===== src/rtl/regfile_exec_seq.sv =====
// Execute sequencer in front of an 8x16 single-read-port register file.
// Reads operands one per cycle, computes a 16-bit ALU result and writes it back.
module regfile_exec_seq #(
  parameter bit CLEAR_ON_RESET = 1'b1,
  parameter bit LDI_SIGN_EXT   = 1'b0
) (
  input  logic        i_clk,
  input  logic        i_rst_n,
  input  logic [15:0] i_instr,
  input  logic        i_instr_valid,
  output logic        o_instr_ready,
  input  logic        i_clr_req,
  output logic [15:0] o_rf_src,
  output logic [15:0] o_rf_dst,
  output logic [15:0] o_rf_din,
  output logic        o_rf_sto,
  output logic        o_rf_rst,
  input  logic [15:0] i_rf_dout,
  output logic        o_busy,
  output logic        o_done,
  output logic        o_err,
  output logic        o_flag_z,
  output logic        o_flag_c
);
  typedef enum logic [2:0] {S_IDLE, S_CLEAR, S_READ_A, S_READ_B, S_WRITE} state_t;

  localparam logic [3:0] OP_NOP = 4'h0, OP_MOV = 4'h1, OP_ADD = 4'h2, OP_SUB = 4'h3;
  localparam logic [3:0] OP_AND = 4'h4, OP_OR  = 4'h5, OP_XOR = 4'h6, OP_NOT = 4'h7;
  localparam logic [3:0] OP_SHL = 4'h8, OP_SHR = 4'h9, OP_LDI = 4'hA;

  state_t      r_state;
  logic [3:0]  r_idx;
  logic [3:0]  r_op;
  logic [2:0]  r_rd;
  logic [2:0]  r_rb;
  logic [15:0] r_opa;
  logic        r_idle;
  logic [15:0] r_src;
  logic [15:0] r_dst;
  logic [15:0] r_din;
  logic        r_sto;
  logic        r_rst;
  logic        r_busy;
  logic        r_done;
  logic        r_err;
  logic        r_z;
  logic        r_c;

  logic        w_accept;
  logic        w_to_write;
  logic [3:0]  w_in_op;
  logic [3:0]  w_alu_op;
  logic [2:0]  w_rd;
  logic [15:0] w_alu_a;
  logic [16:0] w_alu;

  function automatic logic is_two_input(input logic [3:0] op);
    return (op >= OP_ADD) && (op <= OP_XOR);
  endfunction

  function automatic logic is_one_input(input logic [3:0] op);
    return (op == OP_MOV) || (op == OP_NOT) || (op == OP_SHL) || (op == OP_SHR);
  endfunction

  assign o_instr_ready = r_idle & ~i_clr_req;
  assign w_accept      = i_instr_valid & o_instr_ready;
  assign w_in_op       = i_instr[15:12];

  // The ALU is fed from whichever cycle is about to present the write.
  assign w_alu_op = (r_state == S_IDLE) ? w_in_op : r_op;
  assign w_rd     = (r_state == S_IDLE) ? i_instr[11:9] : r_rd;
  assign w_alu_a  = (r_state == S_READ_B) ? r_opa : i_rf_dout;

  assign w_to_write = ((r_state == S_IDLE) && w_accept && (w_in_op == OP_LDI)) ||
                      ((r_state == S_READ_A) && !is_two_input(r_op)) ||
                      (r_state == S_READ_B);

  always_comb begin
    w_alu = '0;
    case (w_alu_op)
      OP_MOV: w_alu = {1'b0, w_alu_a};
      OP_ADD: w_alu = {1'b0, w_alu_a} + {1'b0, i_rf_dout};
      OP_SUB: w_alu = {1'b0, w_alu_a} - {1'b0, i_rf_dout};
      OP_AND: w_alu = {1'b0, w_alu_a & i_rf_dout};
      OP_OR:  w_alu = {1'b0, w_alu_a | i_rf_dout};
      OP_XOR: w_alu = {1'b0, w_alu_a ^ i_rf_dout};
      OP_NOT: w_alu = {1'b0, ~w_alu_a};
      OP_SHL: w_alu = {w_alu_a[15], w_alu_a[14:0], 1'b0};
      OP_SHR: w_alu = {w_alu_a[0], 1'b0, w_alu_a[15:1]};
      OP_LDI: w_alu = {1'b0, LDI_SIGN_EXT ? {{7{i_instr[8]}}, i_instr[8:0]}
                                          : {7'b0, i_instr[8:0]}};
      default: w_alu = '0;
    endcase
  end

  always_ff @(posedge i_clk or negedge i_rst_n) begin
    if (!i_rst_n) begin
      r_state <= CLEAR_ON_RESET ? S_CLEAR : S_IDLE;
      r_idx   <= '0;
      r_op    <= '0;
      r_rd    <= '0;
      r_rb    <= '0;
      r_opa   <= '0;
      r_idle  <= 1'b0;
      r_src   <= '0;
      r_dst   <= '0;
      r_din   <= '0;
      r_sto   <= 1'b0;
      r_rst   <= 1'b0;
      r_busy  <= 1'b0;
      r_done  <= 1'b0;
      r_err   <= 1'b0;
      r_z     <= 1'b0;
      r_c     <= 1'b0;
    end else begin
      // Strobes and buses return to 0 unless the next state drives them.
      r_sto  <= 1'b0;
      r_rst  <= 1'b0;
      r_done <= 1'b0;
      r_err  <= 1'b0;
      r_src  <= '0;
      r_dst  <= '0;
      r_din  <= '0;
      r_idle <= 1'b0;
      r_busy <= 1'b1;
      case (r_state)
        S_CLEAR: begin
          if (r_idx[3]) begin
            r_state <= S_IDLE;
            r_idle  <= 1'b1;
            r_busy  <= 1'b0;
          end else begin
            r_rst <= 1'b1;
            r_dst <= {10'b0, r_idx[2:0], 3'b0};
            r_idx <= r_idx + 4'd1;
          end
        end
        S_IDLE: begin
          r_idle <= 1'b1;
          r_busy <= 1'b0;
          if (i_clr_req) begin
            // Entry index 0 is presented right away, so the sweep resumes at 1.
            r_state <= S_CLEAR;
            r_rst   <= 1'b1;
            r_idx   <= 4'd1;
            r_idle  <= 1'b0;
            r_busy  <= 1'b1;
          end else if (w_accept) begin
            r_op <= w_in_op;
            r_rd <= i_instr[11:9];
            r_rb <= i_instr[5:3];
            if (is_two_input(w_in_op) || is_one_input(w_in_op)) begin
              r_state <= S_READ_A;
              r_src   <= {10'b0, i_instr[8:6], 3'b0};
              r_idle  <= 1'b0;
              r_busy  <= 1'b1;
            end else if (w_in_op != OP_LDI) begin
              r_done <= 1'b1;
              r_err  <= (w_in_op != OP_NOP);
            end
          end
        end
        S_READ_A: begin
          r_opa <= i_rf_dout;
          if (is_two_input(r_op)) begin
            r_state <= S_READ_B;
            r_src   <= {10'b0, r_rb, 3'b0};
          end
        end
        S_READ_B: begin
        end
        S_WRITE: begin
          r_state <= S_IDLE;
          r_done  <= 1'b1;
          r_idle  <= 1'b1;
          r_busy  <= 1'b0;
        end
        default: r_state <= S_IDLE;
      endcase
      if (w_to_write) begin
        r_state <= S_WRITE;
        r_sto   <= 1'b1;
        r_dst   <= {10'b0, w_rd, 3'b0};
        r_din   <= w_alu[15:0];
        r_z     <= (w_alu[15:0] == 16'h0000);
        r_c     <= w_alu[16];
        r_idle  <= 1'b0;
        r_busy  <= 1'b1;
      end
    end
  end

  assign o_rf_src = r_src;
  assign o_rf_dst = r_dst;
  assign o_rf_din = r_din;
  assign o_rf_sto = r_sto;
  assign o_rf_rst = r_rst;
  assign o_busy   = r_busy;
  assign o_done   = r_done;
  assign o_err    = r_err;
  assign o_flag_z = r_z;
  assign o_flag_c = r_c;

endmodule


===== config.mk =====
export PLATFORM = sky130hd
export DESIGN_NAME = regfile_exec_seq
export DESIGN_NICKNAME = d
export VERILOG_FILES = /design/src/rtl/regfile_exec_seq.sv
export SDC_FILE = /design/constraint.sdc
export NUM_CORES = 1
export LEC_CHECK = 0
export CAP_MARGIN = 20
export CELL_PAD_IN_SITES_DETAIL_PLACEMENT = 0
export CELL_PAD_IN_SITES_GLOBAL_PLACEMENT = 1
export CORE_MARGIN = 10
export CORE_UTILIZATION = 30
export DETAILED_ROUTE_END_ITERATION = 7
export PLACE_DENSITY_LB_ADDON = 0.1
export SLEW_MARGIN = 25
export SYNTH_ARGS = -nofsm -noshare
export SYNTH_HDL_FRONTEND = slang
export SYNTH_SLANG_ARGS = --single-unit

===== constraint.sdc =====
create_clock -name i_clk -period 12.5 [get_ports i_clk]
set_input_delay 2.5 -clock i_clk [delete_from_list [all_inputs] [get_ports i_clk]]
set_output_delay 2.5 -clock i_clk [all_outputs]
set_load 0.01 [all_outputs]

==> qor.yml <==
cts_root_buffer: "clkbuf_16"
core_sq_mm: 0.0181
worstPathMaxFanout: 16
dp_hpwl_um: 13500
hold_violations: 0
ys_ff_latch: 63
hp-start: "r_opa[15]$_DFFE_PN0N_"
drc_errors: 0
cts-htree-levels: 3
fin_skew_ns: 0.00925
rr_startpoint: "r_state[1]$_DFFE_PN0P_"
hold_path.class: "flop to flop"
rows: 49
post-place-ws_ns: 5.20
seq_area_sq_mm: 0.00158
critPathKind: "input port to flop"
finalSetupTns_ns: 0
whs_endpoint: "r_opa[15]$_DFFE_PN0N_"
setup_viol: 0
cp-start-kind: "input port"
place.gp.congestion: 0.870
drive_gt1_share_pct: 8.99
end_kind: "flop"
cts.repair.resized: 0
p_leak_nw: 2.98
netlist_instances: 634
cts_buffer_depth: 2
die_x_um: 156
cts_buffers: 9
whs_ns: 0.482
post-route-period-util_pct: 55.9
cts_hold_buf: 0
synth-edff-count: 0
cp.arrival_ns: 7.28
fp.dieArea_sq_mm: 0.0243
insertion_delay_ns: 0.34
synth_warnings: 0
finalWirelength_um: 18000
rr_worst_depth: 15
place_area_sq_mm: 0.00627
setup_ws_ns: 5.51
multi_input_area_sq_mm: 0.00355
grt_max_degree: 64
regToRegSetupSlack_ns: 7.55
worstPathRequired_ns: 12.79
irDropWorstVdd_mv: 0.0738
worstReg2RegEnd: "o_flag_z$_DFFE_PN0P_"
hold_depth: 2
ys.flop_type: "dfrtp_1"
initial_core_util_pct: 30.7
async_flop_share_pct: 100
antenna_found_initial: 0
max-cap-violations: 0
drt_iter0_drc: 316
path_clk_slew_ns: 0.06
cts_tree: "done"
grt_pass1_wl_um: 28100
cts_sinks: 63
area_growth_pct: 18.2
finalMaxSlewViolations: 0
firstDrtPassIters: 5
gr-total-overflow: 0
ant_nets: 0
viasPerCell: 5.27
dr_total_vias: 4842
postCtsSetupBuffers: 0
outcome: "finished clean"
finish.instance_area_sq_mm: 0.00656
fmax_mhz: 143
num_antenna_cells: 0
yosysSeqAreaShare_pct: 28.4
nets: 773
wl_per_cell_um: 19.6
relSlewSlack_pct: 31.3
min_period_ns: 6.99
grtUsageTotal_pct: 14.7
nFillCells: 1834
rsz0062_at_grt: "false"
syn-cell-area_sq_mm: 0.00555
grt_pass1_vias: 4855
die_y_um: 156
avgSynthCellArea_sq_um: 8.76
portBuffers: 65
worst_pin_slew_ns: 1.00
powerDensity_mw_per_mm2: 184
ys_types: 71
ios: 92
[kinds of logic after synthesis]
family / after synthesis / share of synthesized area (%)
simple gates: 185 / 16.6
buf+inv: 97 / 9.38
flops: 63 / 28.4
xor+xnor: 26 / 4.10
other cells: 1 / 0.0675
fa+ha+maj: 52 / 11.9
compound gates: 166 / 19.6
mux: 44 / 10.0
[per-stage QoR]
stage                     power [mW]  std cells  util [%]
after floorplan                0.783        659         -
final                           1.21        919      36.3
after CTS                       1.22        919      36.3
after detailed placement       0.955        903      34.7
after global routing            1.30        919      36.3
after global placement         0.950        903      34.7
[layout by cell type, fill, tap and decap left out, drive strengths merged, types with 4 or more instances in the layout]
cell type	instances
ha	51
nand3	9
nor2	50
a21oi	40
buf	9
o2111ai	5
o21ai	48
and3	5
nand2	68
clkdlybuf4s50	64
o22ai	14
nor4b	5
a2111oi	6
clkbuf	11
a22oi	5
mux2	17
conb	26
mux2i	27
dfrtp	62
a211oi	4
nor4	5
a22o	5
nand4	7
a221o	4
o31ai	6
a21o	7
inv	41
o211ai	5
nor3	6
nor4bb	8
xnor2	20
xor2	6
[per-layer routing]
| metal | wire length (um) | part of all wire (%) | vias to the layer above | GRT usage (%) |
|---|---|---|---|---|
| li1 | - | - | 2333 | - |
| met1 | 8790 | 49 | 2349 | 19.9 |
| met2 | 7990 | 44 | 144 | 22.9 |
| met3 | 1000 | 5.6 | 16 | 3.42 |
| met4 | 217 | 1.2 | 0 | 4.00 |
| met5 | 0 | 0 | - | 0 |
[layout make-up]
| class | count | share of cell area, % |
|---|---|---|
| Tap cell | 229 | 4.37 |
| Multi-Input combinational cell | 499 | 54.1 |
| Inverter | 39 | 2.23 |
| Timing Repair Buffer | 73 | 10.8 |
| Sequential cell | 63 | 24.1 |
| Clock buffer | 11 | 3.85 |
| Clock inverter | 5 | 0.610 |
[flip-flops by register name (all words and copies together), names as in the netlist, 3 cells and up]
| register | cells |
|---|---|
| r_rd | 3 |
| o_rf_din | 16 |
| r_op | 4 |
| r_rb | 3 |
| r_idx | 4 |
| o_rf_src | 3 |
| o_rf_dst | 3 |
| r_state | 3 |
| r_opa | 16 |
[worst max-delay path, stage by stage]
cell and delay (ns):
clkdlybuf4s50_1 0.70, nor3b_1 0.33, mux2_2 0.48, nand2_1 0.43
o31ai_1 0.22, xnor2_1 0.10, ha_1 0.23, or4_1 0.55
o2111ai_1 0.31, a21boi_1 0.13, o21ai_0 0.16, o21ai_0 0.11
a2111oi_1 0.63, and3_1 0.26, a22o_1 0.12
[power breakdown]
part           total [mW]  internal (mW)  leakage (nW)  switching [mW]
Clock               0.252          0.147         0.146           0.105
Sequential          0.330          0.268         0.792          0.0618
Combinational       0.625          0.266          2.04           0.359
Total                1.21          0.681          2.98           0.526
[worst max-delay path by stage]
stage	slack [ns]	cells past startpoint	to	startpoint
global placement	5.33	16	o_flag_z$_DFFE_PN0P_	i_instr[13]
CTS	5.57	15	o_flag_z$_DFFE_PN0P_	i_instr[13]
detailed placement	5.20	15	o_flag_z$_DFFE_PN0P_	i_instr[13]
floorplan	6.33	17	o_flag_z$_DFFE_PN0P_	i_instr[13]
finish	5.51	15	o_flag_z$_DFFE_PN0P_	i_instr[13]
global route	5.07	15	o_flag_z$_DFFE_PN0P_	i_instr[13]
[cells in the mapped netlist, drive strengths merged (14+ instances only)]
cell	count	area, sq um
mux2	17	199
mux2i	27	357
ha	51	638
buf	41	309
o21ai	48	244
o22ai	14	87.6
nand2	68	255
inv	39	146
nor2	50	188
clkbuf	17	65.1
a21oi	40	200
xnor2	20	175
dfrtp	62	1550
Power figures use the tool's default switching activity.
